[src/rtl/ddram_arbiter_nch.sv]
// rtl/ddram_arbiter_nch.sv - N-channel DDRAM Avalon arbiter with per-channel read-prefetch line cache
// Write hits on any channel's line are merged in place so cached reads stay coherent.
module ddram_arbiter_nch #(
  parameter int NCH = 4,
  parameter int PREFETCH = 2,
  parameter logic [NCH-1:0] CACHE_EN = '1,
  parameter bit RR = 1'b0,
  parameter logic [3:0] BASE = 4'b0011
) (
  input  logic                DDRAM_CLK,
  input  logic                reset,
  input  logic                DDRAM_BUSY,
  output logic [7:0]          DDRAM_BURSTCNT,
  output logic [28:0]         DDRAM_ADDR,
  input  logic [63:0]         DDRAM_DOUT,
  input  logic                DDRAM_DOUT_READY,
  output logic                DDRAM_RD,
  output logic [63:0]         DDRAM_DIN,
  output logic [7:0]          DDRAM_BE,
  output logic                DDRAM_WE,
  input  logic [NCH*25-1:0]   ch_addr,
  input  logic [NCH*64-1:0]   ch_din,
  input  logic [NCH*8-1:0]    ch_be,
  input  logic [NCH-1:0]      ch_req,
  input  logic [NCH-1:0]      ch_rnw,
  output logic [NCH*64-1:0]   ch_dout,
  output logic [NCH-1:0]      ch_ready
);
  localparam int IW = (NCH > 1) ? $clog2(NCH) : 1;
  localparam int OW = (PREFETCH > 1) ? $clog2(PREFETCH) : 1;

  typedef enum logic {IDLE, RD_WAIT} state_t;

  state_t          state;
  logic [NCH-1:0]  pending, lat_rnw, line_valid;
  logic [24:0]     lat_addr [NCH];
  logic [63:0]     lat_din [NCH];
  logic [7:0]      lat_be [NCH];
  logic [24:0]     line_tag [NCH];
  logic [63:0]     line_data [NCH][PREFETCH];
  logic [63:0]     ch_dout_r [NCH];
  logic [IW-1:0]   rr_ptr, cur_ch, gnt;
  logic [3:0]      beat;

  logic [NCH-1:0]  pend_eff, eff_rnw, w_hit;
  logic [24:0]     eff_addr [NCH];
  logic [63:0]     eff_din [NCH];
  logic [7:0]      eff_be [NCH];
  logic [OW-1:0]   w_off [NCH];
  logic            grant_vld, g_hit;
  logic [24:0]     g_addr;
  logic [OW-1:0]   g_off;

  // 26-bit compare so a line whose range crosses 2^25 never hits on wrapped addresses
  function automatic logic in_line(input logic [24:0] a, input logic [24:0] tag);
    return ({1'b0, a} >= {1'b0, tag}) && ({1'b0, a} < ({1'b0, tag} + 26'(PREFETCH)));
  endfunction

  function automatic logic [63:0] merge64(input logic [63:0] old, input logic [63:0] din,
                                          input logic [7:0] be);
    logic [63:0] r;
    r = old;
    for (int b = 0; b < 8; b++)
      if (be[b]) r[b*8 +: 8] = din[b*8 +: 8];
    return r;
  endfunction

  always_comb begin
    for (int i = 0; i < NCH; i++) begin
      pend_eff[i] = pending[i] | ch_req[i];
      eff_addr[i] = ch_req[i] ? ch_addr[i*25 +: 25] : lat_addr[i];
      eff_din[i]  = ch_req[i] ? ch_din[i*64 +: 64] : lat_din[i];
      eff_be[i]   = ch_req[i] ? ch_be[i*8 +: 8] : lat_be[i];
      eff_rnw[i]  = ch_req[i] ? ch_rnw[i] : lat_rnw[i];
    end
  end

  // Scan from lowest to highest priority so the last match wins
  always_comb begin
    int idx;
    logic [IW-1:0] sel;
    grant_vld = 1'b0;
    gnt = '0;
    idx = 0;
    sel = '0;
    for (int k = NCH - 1; k >= 0; k--) begin
      idx = RR ? (int'(rr_ptr) + 1 + k) : k;
      if (idx >= NCH) idx = idx - NCH;
      sel = IW'(idx);
      if (pend_eff[sel]) begin
        grant_vld = 1'b1;
        gnt = sel;
      end
    end
  end

  always_comb begin
    g_addr = eff_addr[gnt];
    g_off  = OW'(g_addr - line_tag[gnt]);
    g_hit  = CACHE_EN[gnt] && line_valid[gnt] && in_line(g_addr, line_tag[gnt]);
    for (int i = 0; i < NCH; i++) begin
      w_hit[i] = line_valid[i] && in_line(g_addr, line_tag[i]);
      w_off[i] = OW'(g_addr - line_tag[i]);
    end
  end

  always_ff @(posedge DDRAM_CLK or posedge reset) begin
    if (reset) begin
      state          <= IDLE;
      DDRAM_RD       <= 1'b0;
      DDRAM_WE       <= 1'b0;
      DDRAM_BURSTCNT <= 8'd1;
      DDRAM_BE       <= 8'd0;
      DDRAM_ADDR     <= {BASE, 25'd0};
      DDRAM_DIN      <= 64'd0;
      ch_ready       <= '0;
      pending        <= '0;
      lat_rnw        <= '0;
      line_valid     <= '0;
      rr_ptr         <= '0;
      cur_ch         <= '0;
      beat           <= '0;
      for (int i = 0; i < NCH; i++) begin
        lat_addr[i]  <= '0;
        lat_din[i]   <= '0;
        lat_be[i]    <= '0;
        line_tag[i]  <= '0;
        ch_dout_r[i] <= '0;
      end
    end else begin
      ch_ready <= '0;
      for (int i = 0; i < NCH; i++) begin
        if (ch_req[i]) begin
          pending[i]  <= 1'b1;
          lat_addr[i] <= ch_addr[i*25 +: 25];
          lat_din[i]  <= ch_din[i*64 +: 64];
          lat_be[i]   <= ch_be[i*8 +: 8];
          lat_rnw[i]  <= ch_rnw[i];
        end
      end
      if (!DDRAM_BUSY) begin
        DDRAM_RD <= 1'b0;
        DDRAM_WE <= 1'b0;
      end
      case (state)
        IDLE: begin
          if (!DDRAM_BUSY && grant_vld) begin
            pending[gnt] <= 1'b0;
            rr_ptr <= gnt;
            cur_ch <= gnt;
            if (!eff_rnw[gnt]) begin
              DDRAM_WE       <= 1'b1;
              DDRAM_BURSTCNT <= 8'd1;
              DDRAM_ADDR     <= {BASE, g_addr};
              DDRAM_BE       <= eff_be[gnt];
              DDRAM_DIN      <= eff_din[gnt];
              ch_ready[gnt]  <= 1'b1;
            end else if (g_hit) begin
              ch_dout_r[gnt] <= line_data[gnt][g_off];
              ch_ready[gnt]  <= 1'b1;
            end else begin
              DDRAM_RD       <= 1'b1;
              DDRAM_BURSTCNT <= CACHE_EN[gnt] ? 8'(PREFETCH) : 8'd1;
              DDRAM_ADDR     <= {BASE, g_addr};
              beat           <= '0;
              state          <= RD_WAIT;
              if (CACHE_EN[gnt]) begin
                line_tag[gnt]   <= g_addr;
                line_valid[gnt] <= 1'b0;
              end
            end
          end
        end
        RD_WAIT: begin
          if (DDRAM_DOUT_READY) begin
            beat <= beat + 4'd1;
            if (beat == 4'd0) begin
              ch_dout_r[cur_ch] <= DDRAM_DOUT;
              ch_ready[cur_ch]  <= 1'b1;
            end
            if (!CACHE_EN[cur_ch] || beat == 4'(PREFETCH - 1)) begin
              state <= IDLE;
              if (CACHE_EN[cur_ch]) line_valid[cur_ch] <= 1'b1;
            end
          end
        end
      endcase
    end
  end

  // Line storage carries no reset; validity alone decides whether contents are used
  always_ff @(posedge DDRAM_CLK) begin
    if (state == IDLE && !DDRAM_BUSY && grant_vld && !eff_rnw[gnt]) begin
      for (int i = 0; i < NCH; i++)
        if (w_hit[i]) line_data[i][w_off[i]] <= merge64(line_data[i][w_off[i]], eff_din[gnt], eff_be[gnt]);
    end
    if (state == RD_WAIT && DDRAM_DOUT_READY && CACHE_EN[cur_ch])
      line_data[cur_ch][beat[OW-1:0]] <= DDRAM_DOUT;
  end

  always_comb begin
    for (int i = 0; i < NCH; i++) ch_dout[i*64 +: 64] = ch_dout_r[i];
  end
endmodule

[config.mk]
export PLATFORM = sky130hd
export DESIGN_NAME = ddram_arbiter_nch
export DESIGN_NICKNAME = d
export VERILOG_FILES = /design/src/rtl/ddram_arbiter_nch.sv
export SDC_FILE = /design/constraint.sdc
export NUM_CORES = 2
export LEC_CHECK = 0
export ABC_AREA = 1
export ABC_CLOCK_PERIOD_IN_PS = 34400
export BUFFER_PORTS_ARGS = -buffer_cell sky130_fd_sc_hd__clkbuf_2
export CORE_AREA = 5 5 377 379
export CTS_CLUSTER_SIZE = 10
export DETAILED_ROUTE_END_ITERATION = 8
export DIE_AREA = 0 0 382 384
export PLACE_DENSITY = 0.75
export SYNTH_ARGS = -nofsm -noshare
export SYNTH_HDL_FRONTEND = slang
export SYNTH_SLANG_ARGS = --single-unit
[constraint.sdc]
create_clock -name DDRAM_CLK -period 34.4 [get_ports DDRAM_CLK]
set_input_delay 3.44 -clock DDRAM_CLK [delete_from_list [all_inputs] [get_ports DDRAM_CLK]]
set_output_delay 3.44 -clock DDRAM_CLK [all_outputs]
set_load 0.05 [all_outputs]
==> impl_metrics.py <==
metrics = {
    "die": {
        "die_x_um": 382,
        "start_util": 0.5441,
        "die_y_um": 384,
        "num_io_pins": 835,
        "core-area_sq_um": 138500,
        "dieArea_sq_um": 146700,
        "rows": 137,
    },
    "flow_run": {
        "drv_cap": 0,
    },
    "layout": {
        "final_nets": 10120,
        "area_growth_pct": 13.45,
        "fill_cells": 11865,
        "drive_gt1_frac": 0.1690,
        "final_cells": 11324,
        "multi_input_comb_area_sq_um": 33880,
        "regArea_sq_um": 37100,
        "fin_util": 0.6172,
    },
    "placed_design": {
        "place_hpwl_um": 200800,
        "post-place-ws_ps": 22400,
        "place.port_buffers": 824,
        "dp_cells": 11045,
        "gp_congestion": 0.9887,
    },
    "critical_path": {
        "rr_endpoint": "ch_dout[98]",
        "cpMostUsedCell": "nand2_1",
        "worstSetupStartpointType": "primary input",
        "cp-endpoint": "ch_dout[98]",
        "crit_path_end_kind": "register",
        "slowest_delay_ps": 850,
        "rr_startpoint": "pending[1]",
        "r2r_cells": 34,
        "crit_arrival_ps": 12070,
        "critPathMaxFanout": 80,
        "path_class": "in -> reg",
        "cp_slowest_cell": "nand3_4",
        "critPathRequiredTime_ps": 35070,
        "critPathLaunch": "ch_req[0]",
        "rrSetupSlack_ps": 26050,
    },
    "timing": {
        "setup_viol": 0,
        "fin_crit_sh": 0.3315,
        "maxClockFrequency_mhz": 87.69,
        "min_period_ps": 11400,
        "finalSetupTns_ps": 0,
        "timing.final.ws_setup_ps": 23000,
        "slew_viol_final": 0,
        "worst_pin_slew_ps": 1334,
        "rsz0062_at_grt": "no",
        "fin_skew_ps": 57.65,
        "hold_violations": 0,
        "slew-limit-headroom": 0.1015,
    },
    "synth": {
        "synth_common_cells": "nand2_1, dfrtp_1, nor2_1, o21ai_0, edfxtp_1",
        "synth_edf_count": 512,
        "yosysWarnings": 0,
        "synth_top_area_share": 0.2879,
        "synthArstFlopShare": 0.6290,
        "synth_area_leaders": "dfrtp_1, edfxtp_1, nand2_1",
        "netlist_area_sq_um": 75350,
        "synth_cells": 8809,
        "yosysMostFrequentCell": "nand2_1",
        "synthDistinctLibCells": 65,
        "avgSynthCellArea_sq_um": 8.554,
        "ys_ff_latch": 1380,
        "synth_seq_area_share": 0.4923,
        "synth_area_leader_cell": "dfrtp_1",
        "synth_ff_type": "dfrtp_1",
    },
    "routing": {
        "drt_iter0_drc": 8959,
        "post_drt_wl_per_cell_um": 25.89,
        "drc": 0,
        "first_pass_iters": 9,
        "routed_wl_um": 293200,
        "num_vias": 70480,
        "ant_nets": 0,
        "via_per_inst": 6.224,
    },
    "min_path": {
        "min-delay-start": "DDRAM_BURSTCNT[0]",
        "hold_class": "reg -> reg",
    },
    "power_and_ir_drop": {
        "power_density_nw_per_um2": 81.62,
        "power.internal_w": 0.003817,
        "pwr-share-seq": 0.317,
        "leakagePower_nw": 39.65,
        "max-vdd-ir-drop_mv": 0.07830,
        "switching_share": 0.4529,
        "clkPwrFrac": 0.236,
        "p_sw_w": 0.003160,
        "power_frac_comb": 0.447,
        "p_total_w": 0.006977,
    },
    "grt": {
        "grt_pass1_wl_um": 428500,
        "overflow": 0,
        "antenna_found_initial": 33,
        "grt_use_total": 0.3873,
        "grt_max_degree": 182,
        "grt_pass1_vias": 67624,
    },
    "clock_tree": {
        "clockBufferDepth": 3,
        "root_buffer": "clkbuf_16",
        "cts.sinks": 1380,
        "clk_latency_ps": 810,
        "cts-resized-gates": 0,
        "cts_tree": "done",
        "htree_levels": 4,
        "numCtsBuffers": 163,
        "post_cts_buffers": 0,
        "clk_pin_slew_ps": 60,
        "ctsHoldBuffers": 0,
    },
    "outcome": {
        "status": "complete, no violations",
    },
}
## kinds of logic after synthesis
kind of cell | share of synthesized area
and+or+nand+nor | 0.2133
AOI/OAI and AO/OA | 0.1734
DFF | 0.4923
buffers and inverters | 0.06270
adders and majority gates | 0.04201
xor gates and xnor gates | 0.009996
muxes | 0.006210
other | 0.00009966
## registers in the layout (all words and copies together), names as in the netlist
| name | count |
|---|---|
| DDRAM_ADDR | 25 |
| DDRAM_BE | 8 |
| DDRAM_BURSTCNT | 2 |
| DDRAM_DIN | 64 |
| DDRAM_RD | 1 |
| DDRAM_WE | 1 |
| beat | 4 |
| ch_dout | 256 |
| ch_ready | 4 |
| cur_ch | 2 |
| lat_addr | 100 |
| lat_be | 32 |
| lat_din | 256 |
| lat_rnw | 4 |
| line_data | 512 |
| line_tag | 100 |
| line_valid | 4 |
| pending | 4 |
| state | 1 |
## per-stage QoR
step / instance area (sq um) / hold slack [ps]
2_1_floorplan: 75380 / 438.1
3_3_place_gp: 80460 / 451.4
3_5_place_dp: 80460 / 455.0
4_1_cts: 85410 / 467.1
5_1_grt: 85470 / 478.2
6_report: 85490 / 467.0
## layout by cell type, fill, tap and decap left out, types with 93 or more instances in the layout
master	n
a22oi_1	256
buf_4	151
o21ai_0	569
clkbuf_16	167
a21oi_1	128
nand2_1	2931
ha_1	248
o22ai_1	98
clkbuf_2	820
o221ai_1	93
dfrtp_1	866
inv_1	479
nor2_1	739
edfxtp_1	512
nand3_1	93
o21ai_2	248
o31ai_1	204
o21ai_1	120
## routing by layer
metal	track usage	wire, um
met1	0.4661	100700
met2	0.5995	131700
met3	0.08674	31790
met4	0.3153	28950
met5	0	86
## power groups by stage
stage	clock (W)	combinational, W	sequential [W]
2_1_floorplan	0	0.00165	0.00255
3_3_place_gp	0	0.00297	0.00223
3_5_place_dp	0	0.00304	0.00223
4_1_cts	0.00165	0.00306	0.00220
5_1_grt	0.00173	0.00334	0.00223
6_report	0.00165	0.00312	0.00221
## final cells by class
cell class | count | area share
repair buffers | 974 | 0.06197
flip-flops and latches | 1380 | 0.4340
diodes | 29 | 0.0008489
multi-input cells | 6379 | 0.3963
clock inverters | 23 | 0.005474
inverters | 505 | 0.02251
well taps | 1807 | 0.02645
clock buffers | 227 | 0.05246
## worst min-delay path by stage
stage                   endpoint  cells past startpoint
4_1_cts        DDRAM_BURSTCNT[0]                      2
3_3_place_gp        lat_din[167]                      2
2_1_floorplan       lat_addr[55]                      2
5_1_grt              lat_din[14]                      2
3_5_place_dp         lat_din[19]                      2
6_report       DDRAM_BURSTCNT[0]                      2
## worst max-delay path, delay by kind of cell
kind | cells | cell delay (ps)
AOI/OAI and AO/OA | 3 | 760
xor gates and xnor gates | 1 | 190
adders and majority gates | 2 | 550
buffers and inverters | 7 | 2820
and+or+nand+nor | 22 | 4060
Power figures use the tool's default switching activity.
